`src/rtl/game_pkg.sv`:
```
// Shared types for the LED memory game auto player:
// FSM states, LED index type and one-hot helpers.
package game_pkg;

   typedef enum logic [2:0] {
      S_IDLE,
      S_START,
      S_CAPTURE,
      S_QUIET,
      S_PRESS,
      S_GAP
   } state_t;

   typedef logic [1:0] led_idx_t;

   typedef struct packed {
      logic     valid;
      led_idx_t idx;
   } led_dec_t;

   function automatic led_dec_t onehot_dec(input logic [3:0] v);
      led_dec_t d;
      d.valid = 1'b1;
      d.idx   = 2'd0;
      case (v)
         4'b0001: d.idx = 2'd0;
         4'b0010: d.idx = 2'd1;
         4'b0100: d.idx = 2'd2;
         4'b1000: d.idx = 2'd3;
         default: d.valid = 1'b0;
      endcase
      return d;
   endfunction

   function automatic logic [3:0] idx_to_sw(input led_idx_t idx);
      return 4'b0001 << idx;
   endfunction

endpackage

```
`src/rtl/game_pattern_mem.sv`:
```
// Recorded LED pattern: one write port, asynchronous read port.
// Out-of-range writes are dropped and out-of-range reads return 0.
module game_pattern_mem
   import game_pkg::*;
#(
   parameter int DEPTH = 6
) (
   input  logic       i_Clk,
   input  logic       i_Wr_En,
   input  logic [7:0] i_Wr_Addr,
   input  led_idx_t   i_Wr_Data,
   input  logic [7:0] i_Rd_Addr,
   output led_idx_t   o_Rd_Data
);

   localparam int AW = (DEPTH > 1) ? $clog2(DEPTH) : 1;

   led_idx_t mem [DEPTH];

   always_ff @(posedge i_Clk) begin
      if (i_Wr_En && (i_Wr_Addr < 8'(DEPTH)))
         mem[i_Wr_Addr[AW-1:0]] <= i_Wr_Data;
   end

   assign o_Rd_Data = (i_Rd_Addr < 8'(DEPTH)) ?
                      mem[i_Rd_Addr[AW-1:0]] : 2'd0;

endmodule

```
`src/rtl/game_auto_player.sv`:
```
// Autonomous memory-game player: records each round's LED
// sequence and replays it on the switch inputs.
module game_auto_player
   import game_pkg::*;
#(
   parameter int GAME_LIMIT = 6,
   parameter int PRESS_CLKS = 4,
   parameter int GAP_CLKS   = 4
) (
   input  logic       i_Clk,
   input  logic       i_Rst,
   input  logic       i_Start,
   input  logic       i_LED_1,
   input  logic       i_LED_2,
   input  logic       i_LED_3,
   input  logic       i_LED_4,
   input  logic [7:0] i_Score,
   output logic       o_Switch_1,
   output logic       o_Switch_2,
   output logic       o_Switch_3,
   output logic       o_Switch_4,
   output logic       o_Busy,
   output logic       o_Error
);

   localparam int CNT_MAX = (PRESS_CLKS > GAP_CLKS) ?
                            PRESS_CLKS : GAP_CLKS;
   localparam int CW = $clog2(CNT_MAX + 1);

   typedef logic [CW-1:0] cnt_t;

   state_t     state, state_n;
   cnt_t       cnt, cnt_n;
   logic [7:0] wr, wr_n;
   logic [7:0] rd, rd_n;
   logic [7:0] n_len, n_n;
   logic [3:0] sw, sw_n;
   logic       busy, err_n, err;
   logic [3:0] prev_l;

   logic [3:0] leds;
   led_dec_t   dec, prev_dec;
   logic       flash, prev_flash;
   logic       led_evt, abort;
   logic [8:0] score_p1;
   logic [7:0] n_calc;

   logic       we;
   logic [7:0] wa, ra;
   led_idx_t   rd_data;

   assign leds       = {i_LED_4, i_LED_3, i_LED_2, i_LED_1};
   assign dec        = onehot_dec(leds);
   assign prev_dec   = onehot_dec(prev_l);
   assign flash      = (leds != 4'd0) && !dec.valid;
   assign prev_flash = (prev_l != 4'd0) && !prev_dec.valid;
   assign led_evt    = dec.valid && (prev_l == 4'd0);
   assign score_p1   = {1'b0, i_Score} + 9'd1;
   assign n_calc     = (score_p1 > 9'(GAME_LIMIT)) ?
                       8'(GAME_LIMIT) : score_p1[7:0];

   // A flash aborts only on its first cycle so one flash gives one pulse.
   assign abort = (flash && !prev_flash && (state != S_START)) ||
                  (led_evt && ((state == S_PRESS) || (state == S_GAP)));

   game_pattern_mem #(
      .DEPTH(GAME_LIMIT)
   ) u_mem (
      .i_Clk     (i_Clk),
      .i_Wr_En   (we),
      .i_Wr_Addr (wa),
      .i_Wr_Data (dec.idx),
      .i_Rd_Addr (ra),
      .o_Rd_Data (rd_data)
   );

   always_comb begin
      state_n = state;
      cnt_n   = cnt;
      wr_n    = wr;
      rd_n    = rd;
      n_n     = n_len;
      sw_n    = sw;
      err_n   = 1'b0;
      we      = 1'b0;
      wa      = wr;
      ra      = 8'd0;
      unique case (state)
         S_IDLE: begin
            sw_n = 4'd0;
            if (i_Start) begin
               state_n = S_START;
               sw_n    = 4'b0011;
               cnt_n   = cnt_t'(PRESS_CLKS - 1);
            end else if (led_evt) begin
               we      = 1'b1;
               wa      = 8'd0;
               wr_n    = 8'd1;
               n_n     = n_calc;
               cnt_n   = cnt_t'(GAP_CLKS);
               state_n = (n_calc == 8'd1) ? S_QUIET : S_CAPTURE;
            end
         end
         S_START: begin
            if (cnt == '0) begin
               state_n = S_IDLE;
               sw_n    = 4'd0;
            end else begin
               cnt_n = cnt - 1'b1;
            end
         end
         S_CAPTURE: begin
            if (led_evt) begin
               we   = 1'b1;
               wr_n = wr + 8'd1;
               if (wr + 8'd1 == n_len) begin
                  state_n = S_QUIET;
                  cnt_n   = cnt_t'(GAP_CLKS);
               end
            end
         end
         S_QUIET: begin
            // Quiet window restarts whenever any LED is lit.
            if (leds != 4'd0) begin
               cnt_n = cnt_t'(GAP_CLKS);
            end else if (cnt == '0) begin
               state_n = S_PRESS;
               rd_n    = 8'd0;
               sw_n    = idx_to_sw(rd_data);
               cnt_n   = cnt_t'(PRESS_CLKS - 1);
            end else begin
               cnt_n = cnt - 1'b1;
            end
         end
         S_PRESS: begin
            if (cnt == '0) begin
               state_n = S_GAP;
               sw_n    = 4'd0;
               cnt_n   = cnt_t'(GAP_CLKS - 1);
            end else begin
               cnt_n = cnt - 1'b1;
            end
         end
         S_GAP: begin
            ra = rd + 8'd1;
            if (cnt == '0) begin
               rd_n = rd + 8'd1;
               if (rd + 8'd1 == n_len) begin
                  state_n = S_IDLE;
                  wr_n    = 8'd0;
                  rd_n    = 8'd0;
               end else begin
                  state_n = S_PRESS;
                  sw_n    = idx_to_sw(rd_data);
                  cnt_n   = cnt_t'(PRESS_CLKS - 1);
               end
            end else begin
               cnt_n = cnt - 1'b1;
            end
         end
         default: begin
            state_n = S_IDLE;
            sw_n    = 4'd0;
         end
      endcase
      if (abort) begin
         state_n = S_IDLE;
         sw_n    = 4'd0;
         err_n   = 1'b1;
         wr_n    = 8'd0;
         rd_n    = 8'd0;
         cnt_n   = '0;
         we      = 1'b0;
      end
   end

   always_ff @(posedge i_Clk) begin
      if (i_Rst) begin
         state  <= S_IDLE;
         cnt    <= '0;
         wr     <= 8'd0;
         rd     <= 8'd0;
         n_len  <= 8'd0;
         sw     <= 4'd0;
         busy   <= 1'b0;
         err    <= 1'b0;
         prev_l <= 4'd0;
      end else begin
         state  <= state_n;
         cnt    <= cnt_n;
         wr     <= wr_n;
         rd     <= rd_n;
         n_len  <= n_n;
         sw     <= sw_n;
         busy   <= (state_n != S_IDLE);
         err    <= err_n;
         prev_l <= leds;
      end
   end

   assign {o_Switch_4, o_Switch_3, o_Switch_2, o_Switch_1} = sw;
   assign o_Busy  = busy;
   assign o_Error = err;

endmodule
```
`config.mk`:
```
export PLATFORM = sky130hd
export DESIGN_NAME = game_auto_player
export DESIGN_NICKNAME = d
export VERILOG_FILES = /design/src/rtl/game_pkg.sv /design/src/rtl/game_pattern_mem.sv /design/src/rtl/game_auto_player.sv
export SDC_FILE = /design/constraint.sdc
export NUM_CORES = 1
export LEC_CHECK = 0
export BUFFER_PORTS_ARGS = -buffer_cell sky130_fd_sc_hd__buf_2
export CAP_MARGIN = 20
export CORE_UTILIZATION = 66
export DETAILED_ROUTE_END_ITERATION = 10
export GPL_TIMING_DRIVEN = 0
export PLACE_DENSITY = 0.86
export SETUP_SLACK_MARGIN = 0.02
export SKIP_CTS_REPAIR_TIMING = 1
export SLEW_MARGIN = 20
export SYNTH_ARGS = -nofsm -noshare
export SYNTH_HDL_FRONTEND = slang
export SYNTH_SLANG_ARGS = --single-unit
```
`constraint.sdc`:
```
create_clock -name i_Clk -period 7.3 [get_ports i_Clk]
set_input_delay 0.365 -clock i_Clk [delete_from_list [all_inputs] [get_ports i_Clk]]
set_output_delay 0.365 -clock i_Clk [all_outputs]
set_load 0.05 [all_outputs]
```
==> key figures, run 1 <==
STA
  • Slew Viols, Final: 0
  • Setup violators final: 0
  • Min Tclk post-route: 2.81 ns
  • Worst slew pin tran: 0.607 ns
  • Final number of hold-violating endpoints: 0
  • Final Cycle Share: 0.385
  • Post-route setup TNS: 0 ns
  • Relative slew slack: 0.592
  • RSZ-0062 raised after global routing: false
  • Hold Worst Slack: 0.273 ns
  • Clock skew after layout: 0.00960 ns
  • Worst setup margin: 4.49 ns
  • Fmax: 356 MHz

GRT
  • Largest net degree at the start of global routing: 16
  • Grt ovf: 0
  • GRT Util Overall: 0.308
  • First-pass GRT wire length: 13.2 mm
  • Vias in the first global route: 2925
  • Initial antenna violation count: 0

Floorplan
  • I/O pins: 21
  • Die X: 74.9 um
  • Chip height: 74.9 um
  • Core area: 0.00511 mm^2
  • Initial Util: 0.686
  • Row cnt: 26
  • Die ar.: 0.00560 mm^2

Power
  • Leak: 1.35 nW
  • Power after layout: 0.580 mW
  • Power Dens Cells: 153 mW/mm^2
  • Worst vdd ir: 0.121 mV

Logic synthesis
  • Main synth FF type: dfxtp_1
  • Net Count, Synth: 440
  • Synthesized area per cell: 8.36 um^2
  • Syn Inst Count: 419
  • Post-synth ARST share: 0
  • Sequential fraction of the synthesis area: 0.331
  • Netlist cell types: 70
  • Number of flops mapped to enable cells by yosys: 12
  • FF+latch count, synth: 52
  • Total number of yosys warnings: 0
  • Syn Std Cell Area: 0.00350 mm^2

Setup path
  • CP max FO: 8
  • Critical Path End Type: flop
  • Critical path required time: 7.54 ns
  • Crit path max-delay cell type: or3b_2
  • Setup crit start kind: flop
  • Crit Path Category: reg2reg
  • CP peak stage delay: 0.51 ns
  • Crit path DAT: 3.05 ns
  • Worst path cell trace: ha_1 > clkbuf_1 > or3b_2 > o32a_1 > o211ai_1 > a31oi_1 > nor4b_1 > nand3_1 > a21oi_1

Route
  • Antenna-violating nets left: 0
  • Wirelength per Cell: 16.2 um
  • Vias per cell: 6.39
  • DRC violations left: 0
  • Vias: 3287
  • Routed Wire Length: 8.34 mm
  • Initial DRC Count: 273
  • Drt first pass iters: 5

Placement
  • Port Buffer Count: 17
  • Cell count after placement: 506
  • GP Congestion: 0.959
  • Post-DP HPWL: 6.13 mm
  • Worst slack, placed: 4.54 ns
  • Placement-stage cell area: 0.00368 mm^2

Clock network
  • CTS tree: yes
  • CTS root buf: clkbuf_8
  • Clock Path Buffers: 2
  • Worst-path clk slew: 0.09 ns
  • Total CTS buffers: 5
  • H-tree levels: 2
  • Clk Latency, worst-skew pair: 0.31 ns
  • Sink Count: 52

Final layout
  • Post-Layout Cell Count: 514
  • # nets final: 464
  • Final core utilization: 0.740
  • Antenna diodes: 0
  • Share of layout cells above drive strength 1: 0.126
  • Post-route design area: 0.00378 mm^2
  • Synth-to-Final Area Change: 7.86%

Worst hold path
  • Worst min path class: in2reg

Run
  • MaxCap Viol Count: 0

Status
  • Outcome: finished clean
[flip-flops by register name (all words and copies together), names as in the netlist]
signal,count
o_Error,1
o_Busy,1
n_len,8
rd,8
u_mem.mem,12
state,3
prev_l,4
wr,8
sw,4
cnt,3
[routing by layer]
metal	GRT usage	part of all wire	up-vias
met4	0.117	0.024	0
met3	0.0669	0.067	20
li1	-	-	1598
met2	0.513	0.48	132
met5	0	0	-
met1	0.393	0.43	1537
[critical path, delay by kind of cell (launching register included)]
kind	cells	cell delay, ns
AOI/OAI and AO/OA	4	0.66
adders and majority gates	1	0.26
buffers and inverters	1	0.23
DFF	1	0.43
and+or+nand+nor	3	1.17
[layout by cell type (no fill, tap or decap), drive strengths merged, types with 5 or more instances in the layout]
cell and instances:
xor2 5, dfxtp 40, buf 36, inv 8
nand3 18, nor3b 7, nor2 43, nand3b 6
nor3 13, xnor2 15, nor2b 15, nand2b 13
nand2 19, nor4b 8, o32a 5, or4 7
mux2i 9, ha 6, a31oi 8, edfxtp 12
a21oi 35, clkbuf 17, o21ai 24, a311oi 7
and3 5
[cells in the mapped netlist, drive strengths merged, types with 12 or more instances]
| cell type | count | share of area |
|---|---|---|
| nand2b | 13 | 0.023 |
| nand3 | 18 | 0.026 |
| xnor2 | 15 | 0.038 |
| o21ai | 24 | 0.034 |
| nor2b | 15 | 0.027 |
| a21oi | 35 | 0.051 |
| dfxtp | 40 | 0.23 |
| edfxtp | 12 | 0.10 |
| nor2 | 43 | 0.046 |
| buf | 19 | 0.033 |
| nor3 | 13 | 0.020 |
| nand2 | 19 | 0.020 |
[layout make-up]
type | count | area (um^2)
multi-input cells | 330 | 2160
well taps | 70 | 87.6
repair buffers | 17 | 85.1
flip-flops and latches | 52 | 1160
plain buffers | 29 | 153
fillers | 420 | 1330
clock inverters | 1 | 5.00
clock buffers | 7 | 97.6
inverters | 8 | 30.0
[power by group]
| part | leakage, nW | total (mW) | internal (mW) | switching, mW |
|---|---|---|---|---|
| clock network | 0.0534 | 0.182 | 0.0881 | 0.0936 |
| logic | 0.858 | 0.0939 | 0.0326 | 0.0613 |
| registers | 0.434 | 0.304 | 0.300 | 0.00360 |
[kinds of logic (layout without fill, tap and decap cells)]
group / Yosys count / count (layout) / share of synthesized area
simple gates: 180 / 180 / 0.292
compound gates: 112 / 112 / 0.215
flops: 52 / 52 / 0.331
buf+inv: 37 / 62 / 0.0521
xor+xnor: 20 / 20 / 0.0500
mux: 10 / 10 / 0.0321
fa+ha+maj: 8 / 8 / 0.0271
[final timing paths]
path                            slack (ns)  start   endpoint  cells past startpoint
worst max-delay path                  4.49  rd[1]      sw[2]                      9
worst min-delay path                  0.27  i_Rst  prev_l[1]                      2
worst max register to register        4.49  rd[1]      sw[2]                      9
worst min register to register        0.47  sw[2]      sw[2]                      2
(Power assumes the default switching activity.)
==> run 2, diff against run 1 <==
Settings changed: ABC_AREA set to 1, CORE_UTILIZATION 66 to 55, PLACE_DENSITY 0.86 to 0.76.
Clock period 7.3 ns to 2.4 ns, I/O delays scaled along.
==> run 2 against run 1 <==
Die area increased by 18%. Setup slack got worse by 4.2 ns. Critical endpoint is now u_mem.mem[2][1]. Highest routed layer unchanged. Count of clock-buffer cells in the layout decreased by 2. Utilization decreased by 11 points. Non-clock buffer count decreased by 23. Via count increased by 0.70%. Critical path depth decreased by 4. Register-to-register slack got worse by 4.2 ns. Final cell count increased by 23%. Wire length decreased by 4.6%. Clock skew decreased by 0.0050 ns. Sequential power increased to 3.1 times the previous value.
==> key figures, run 2 <==
Floorplan
  • Row cnt: 28
  • Core area: 0.00599 mm^2
  • I/O pins: 21
  • Die X: 81.2 um
  • Chip height: 81.2 um
  • Die ar.: 0.00659 mm^2
  • Initial Util: 0.575

Setup path
  • Crit Path Category: reg2reg
  • CP startpoint: state[0]
  • CP max FO: 6
  • Critical path required time: 2.41 ns
  • RR Startpoint: state[0]
  • Crit path DAT: 2.12 ns
  • Setup crit start kind: flop
  • Critical Path End Type: flop

Placement
  • Port Buffer Count: 19
  • Post-DP HPWL: 6.13 mm
  • GP Congestion: 0.909

Logic synthesis
  • Top cell type by total area after synthesis: dfxtp_1
  • Syn Std Cell Area: 0.00345 mm^2
  • Top-count cell post-synth: nand2_1
  • Synthesized area per cell: 6.48 um^2
  • Most frequent cells after synthesis: nand2_1, inv_1, nor2_1
  • Number of flops mapped to enable cells by yosys: 12
  • Top post-synthesis cells by area: dfxtp_1, nand2_1, edfxtp_1
  • Total number of yosys warnings: 0
  • Main synth FF type: dfxtp_1
  • Net Count, Synth: 553
  • Syn Inst Count: 532
  • Sequential fraction of the synthesis area: 0.337
  • Yosys top cell area share: 0.232
  • Post-synth ARST share: 0
  • FF+latch count, synth: 52
  • Netlist cell types: 37

Clock network
  • Total CTS buffers: 5
  • CTS root buf: clkbuf_8
  • Clock Path Buffers: 2
  • H-tree levels: 2
  • Clk Latency, worst-skew pair: 0.31 ns
  • Worst-path clk slew: 0.10 ns
  • Sink Count: 52
  • CTS tree: yes

Route
  • Wirelength per Cell: 12.5 um
  • DRC violations left: 0
  • Vias per cell: 5.22
  • Drt first pass iters: 5
  • Antenna-violating nets left: 0
  • Routed Wire Length: 7.95 mm
  • Initial DRC Count: 204
  • Vias: 3310

GRT
  • First-pass GRT wire length: 13.4 mm
  • Vias in the first global route: 2973
  • Largest net degree at the start of global routing: 17
  • Global route hottest layer: met2
  • Grt ovf: 0
  • GRT met3 Usage: 0.0438
  • Global routing usage on met1: 0.356
  • GRT Util Overall: 0.264
  • Initial antenna violation count: 0
  • M2 GR Usage: 0.433

STA
  • Final number of hold-violating endpoints: 0
  • Fmax: 474 MHz
  • Slew Viols, Final: 0
  • Worst slew pin tran: 0.707 ns
  • Post-route setup TNS: 0 ns
  • Hold Worst Slack: 0.0362 ns
  • Min Tclk post-route: 2.11 ns
  • Relative slew slack: 0.525
  • Clock skew after layout: 0.00464 ns
  • Setup violators final: 0
  • RSZ-0062 raised after global routing: false
  • Final Cycle Share: 0.879

Final layout
  • Sequential cell area: 0.00116 mm^2
  • # nets final: 579
  • Max FFs per register: 12
  • Commonest non-fill, non-tap cells in the layout: nand2_1, inv_1, nor2_1
  • Share of layout cells above drive strength 1: 0.134
  • Fillers: 532
  • Multi-input logic area: 0.00194 mm^2
  • Antenna diodes: 0
  • Synth-to-Final Area Change: 8.79%
  • Commonest non-fill, non-tap cell in the layout: nand2_1

Run
  • MaxCap Viol Count: 0

Worst hold path
  • Hold_sp: i_LED_4
  • Worst min path class: in2reg

Power
  • Power Dens Cells: 498 mW/mm^2
  • Leak: 1.77 nW
  • Worst vdd ir: 0.389 mV

Status
  • Outcome: finished clean
[run 2: cell count changes after synthesis, moves of 13 or more]
| cell | before | now |
|---|---|---|
| nand2_1 | 19 | 158 |
| inv_1 | 8 | 77 |
| nor2_1 | 43 | 70 |
| nand3_1 | 18 | 44 |
| nand4_1 | 4 | 20 |
| nor2b_1 | 15 | 0 |
| xnor2_1 | 15 | 0 |
| nand2b_1 | 13 | 0 |
| o21ai_0 | 23 | 10 |
[run 2: final timing paths]
| check | endpoint | cells past startpoint | slack, ns |
|---|---|---|---|
| worst min register to register | n_len[4] | 2 | 0.51 |
| worst max register to register | u_mem.mem[2][1] | 5 | 0.29 |
| worst min-delay path | prev_l[3] | 3 | 0.04 |
| worst max-delay path | u_mem.mem[2][1] | 5 | 0.29 |
[run 2: critical path, stage by stage (launching register included)]
cell and delay, ns:
dfxtp_1 0.40, nor2_1 0.26, nand2_1 0.21, o41ai_1 0.47, o21ai_0 0.23, nor2_1 0.24
[run 2: cell type report]
cell class	count	area share
Clock buffer	5	0.0184
Inverter	87	0.0878
Buffer	4	0.00567
Sequential cell	52	0.310
Tap cell	75	0.0250
Timing Repair Buffer	19	0.0254
Clock inverter	3	0.0113
Multi-Input combinational cell	389	0.517
[run 2: kinds of logic (layout without fill, tap and decap cells)]
logic type	after synthesis	in the layout	synth area share
buffers and inverters	91	118	0.102
adders and majority gates	6	6	0.0218
xor gates and xnor gates	6	6	0.0153
and+or+nand+nor	328	328	0.442
DFF	52	52	0.337
AOI/OAI and AO/OA	49	49	0.0821
[run 2: metal layers]
metal | vias to the layer above | wire (um)
met1 | 1455 | 3840
met3 | 12 | 366
met5 | - | 0
li1 | 1747 | -
met2 | 96 | 3610
met4 | 0 | 139
[run 2: metrics by stage]
stage / setup slack (ns) / instances / instance area [um^2] / utilization / power, mW
CTS: 0.296 / 634 / 3750 / 0.625 / 1.88
global route: 0.0716 / 634 / 3750 / 0.626 / 1.96
global placement: 0.349 / 626 / 3630 / 0.607 / 1.27
detailed placement: 0.306 / 626 / 3630 / 0.607 / 1.27
finish: 0.289 / 634 / 3750 / 0.626 / 1.87
floorplan: 0.613 / 532 / 3450 / - / 1.19
[run 2: report_power, final]
| group | internal (mW) | total, mW | switching [mW] |
|---|---|---|---|
| sequential | 0.921 | 0.939 | 0.0178 |
| clock | 0.309 | 0.616 | 0.307 |
| combinational | 0.0942 | 0.314 | 0.220 |
==> run 3, diff against run 2 <==
Settings changed: PLACE_DENSITY 0.76 to 0.85.
==> run 3 against run 2 <==
Sequential power hardly changed. Hold slack lost 0.0079 ns. Final cell count did not move. Wire length is 2.9% higher. Setup slack worse by 0.059 ns. Largest power group unchanged.
==> key figures, run 3 (synthesis results as in run 2) <==
Status
  • Outcome: finished clean

GRT
  • GRT Util Overall: 0.269
  • First-pass GRT wire length: 13.7 mm
  • M2 GR Usage: 0.457
  • Global routing usage on met1: 0.337
  • Grt ovf: 0
  • Global route hottest layer: met2
  • Largest net degree at the start of global routing: 19
  • Vias in the first global route: 3112
  • GRT met3 Usage: 0.0449
  • Initial antenna violation count: 0

Setup path
  • Setup slack, reg-to-reg: 0.23 ns
  • Crit path DAT: 2.19 ns
  • CP max FO: 6
  • Critical Path End Type: flop
  • CP startpoint: state[2]
  • RR Startpoint: state[2]
  • Crit Path Category: reg2reg
  • FF-to-FF End: u_mem.mem[2][0]
  • Critical path required time: 2.42 ns
  • Reg2reg path depth: 5
  • End of the critical path: u_mem.mem[2][0]
  • Setup crit start kind: flop

Clock network
  • CTS root buf: clkbuf_8
  • Sink Count: 52
  • Clock Path Buffers: 2
  • Total CTS buffers: 5
  • CTS tree: yes
  • Clk Latency, worst-skew pair: 0.33 ns
  • H-tree levels: 2
  • Worst-path clk slew: 0.11 ns

STA
  • Clock skew after layout: 0.0170 ns
  • Min Tclk post-route: 2.17 ns
  • Fmax: 461 MHz
  • Post-route setup TNS: 0 ns
  • Slew Viols, Final: 0
  • Setup violators final: 0
  • RSZ-0062 raised after global routing: false
  • Final number of hold-violating endpoints: 0
  • Worst slew pin tran: 0.784 ns
  • Relative slew slack: 0.473
  • Final Cycle Share: 0.904

Worst hold path
  • Hold path depth: 3
  • Worst min path class: in2reg

Floorplan
  • I/O pins: 21
  • Core area: 0.00599 mm^2
  • Initial Util: 0.575
  • Die X: 81.2 um
  • Row cnt: 28
  • Die ar.: 0.00659 mm^2
  • Chip height: 81.2 um

Power
  • Psw: 0.578 mW
  • Flop pwr share: 0.519
  • Clock power share: 0.303
  • P_int: 1.23 mW
  • Power after layout: 1.81 mW
  • Switch share: 0.319
  • Power Dens Cells: 485 mW/mm^2
  • Comb pwr share: 0.178
  • Leak: 1.76 nW
  • Worst vdd ir: 0.390 mV

Run
  • MaxCap Viol Count: 0

Route
  • Initial DRC Count: 258
  • Vias: 3439
  • Antenna-violating nets left: 0
  • Drt first pass iters: 5
  • Wirelength per Cell: 12.9 um
  • Routed Wire Length: 8.18 mm
  • DRC violations left: 0
  • Vias per cell: 5.42

Final layout
  • Post-Layout Cell Count: 634
  • # nets final: 579
  • Synth-to-Final Area Change: 8.28%
  • Sequential cell area: 0.00116 mm^2
  • Commonest non-fill, non-tap cell in the layout: nand2_1
  • Antenna diodes: 0
  • Commonest non-fill, non-tap cells in the layout: nand2_1, inv_1, nor2_1
  • Multi-input logic area: 0.00193 mm^2
  • Fillers: 556
  • Max FFs per register: 12
  • Share of layout cells above drive strength 1: 0.132

Placement
  • Cell count after placement: 626
  • Post-DP HPWL: 6.29 mm
  • Port Buffer Count: 19
  • GP Congestion: 0.938
run 3: cell count changes in the layout (fill, tap and decap cells not counted), sizes merged:
cell | before | now
bufinv | 1 | 0
inv | 87 | 88
run 3: worst min-delay path by stage:
stage / start / end / slack [ns]
after detailed placement: i_LED_4 / prev_l[3] / 0.37
after floorplan: i_LED_1 / prev_l[0] / 0.23
final: i_LED_4 / prev_l[3] / 0.03
after CTS: i_LED_4 / prev_l[3] / 0.04
after global routing: i_LED_4 / prev_l[3] / 0.07
after global placement: i_LED_4 / prev_l[3] / 0.37
run 3: stage by stage:
stage | cell area (um^2) | hold slack (ns) | util | setup WS [ns]
global placement | 3630 | 0.373 | 0.607 | 0.322
detailed placement | 3630 | 0.375 | 0.607 | 0.284
finish | 3730 | 0.0283 | 0.623 | 0.230
CTS | 3730 | 0.0352 | 0.623 | 0.255
floorplan | 3450 | 0.227 | - | 0.613
global route | 3730 | 0.0677 | 0.623 | 0.0719
run 3: critical path, cell delays in order, from the launching register on:
cell and delay [ns]:
dfxtp_1 0.40, nor2_1 0.24, nand2_1 0.17, o41ai_1 0.50, o21ai_0 0.30, nor2_1 0.26
run 3: power by group through the flow:
stage | Clock [mW] | Combinational [mW] | Sequential [mW]
floorplan | 0 | 0.202 | 0.990
global placement | 0 | 0.309 | 0.957
detailed placement | 0 | 0.317 | 0.958
CTS | 0.547 | 0.318 | 0.938
global route | 0.582 | 0.363 | 0.943
finish | 0.548 | 0.323 | 0.938
run 3: layout make-up:
class | instances | share of cell area
Multi-Input combinational cell | 389 | 0.518
Sequential cell | 52 | 0.311
Inverter | 87 | 0.0882
Timing Repair Buffer | 19 | 0.0255
Tap cell | 75 | 0.0252
Clock buffer | 5 | 0.0184
Clock inverter | 3 | 0.00738
Buffer | 4 | 0.00570
run 3: routing by layer:
| metal | vias to the layer above | share of wire |
|---|---|---|
| met3 | 23 | 0.057 |
| met2 | 130 | 0.46 |
| met5 | - | 0 |
| met1 | 1538 | 0.46 |
| met4 | 0 | 0.025 |
| li1 | 1748 | - |
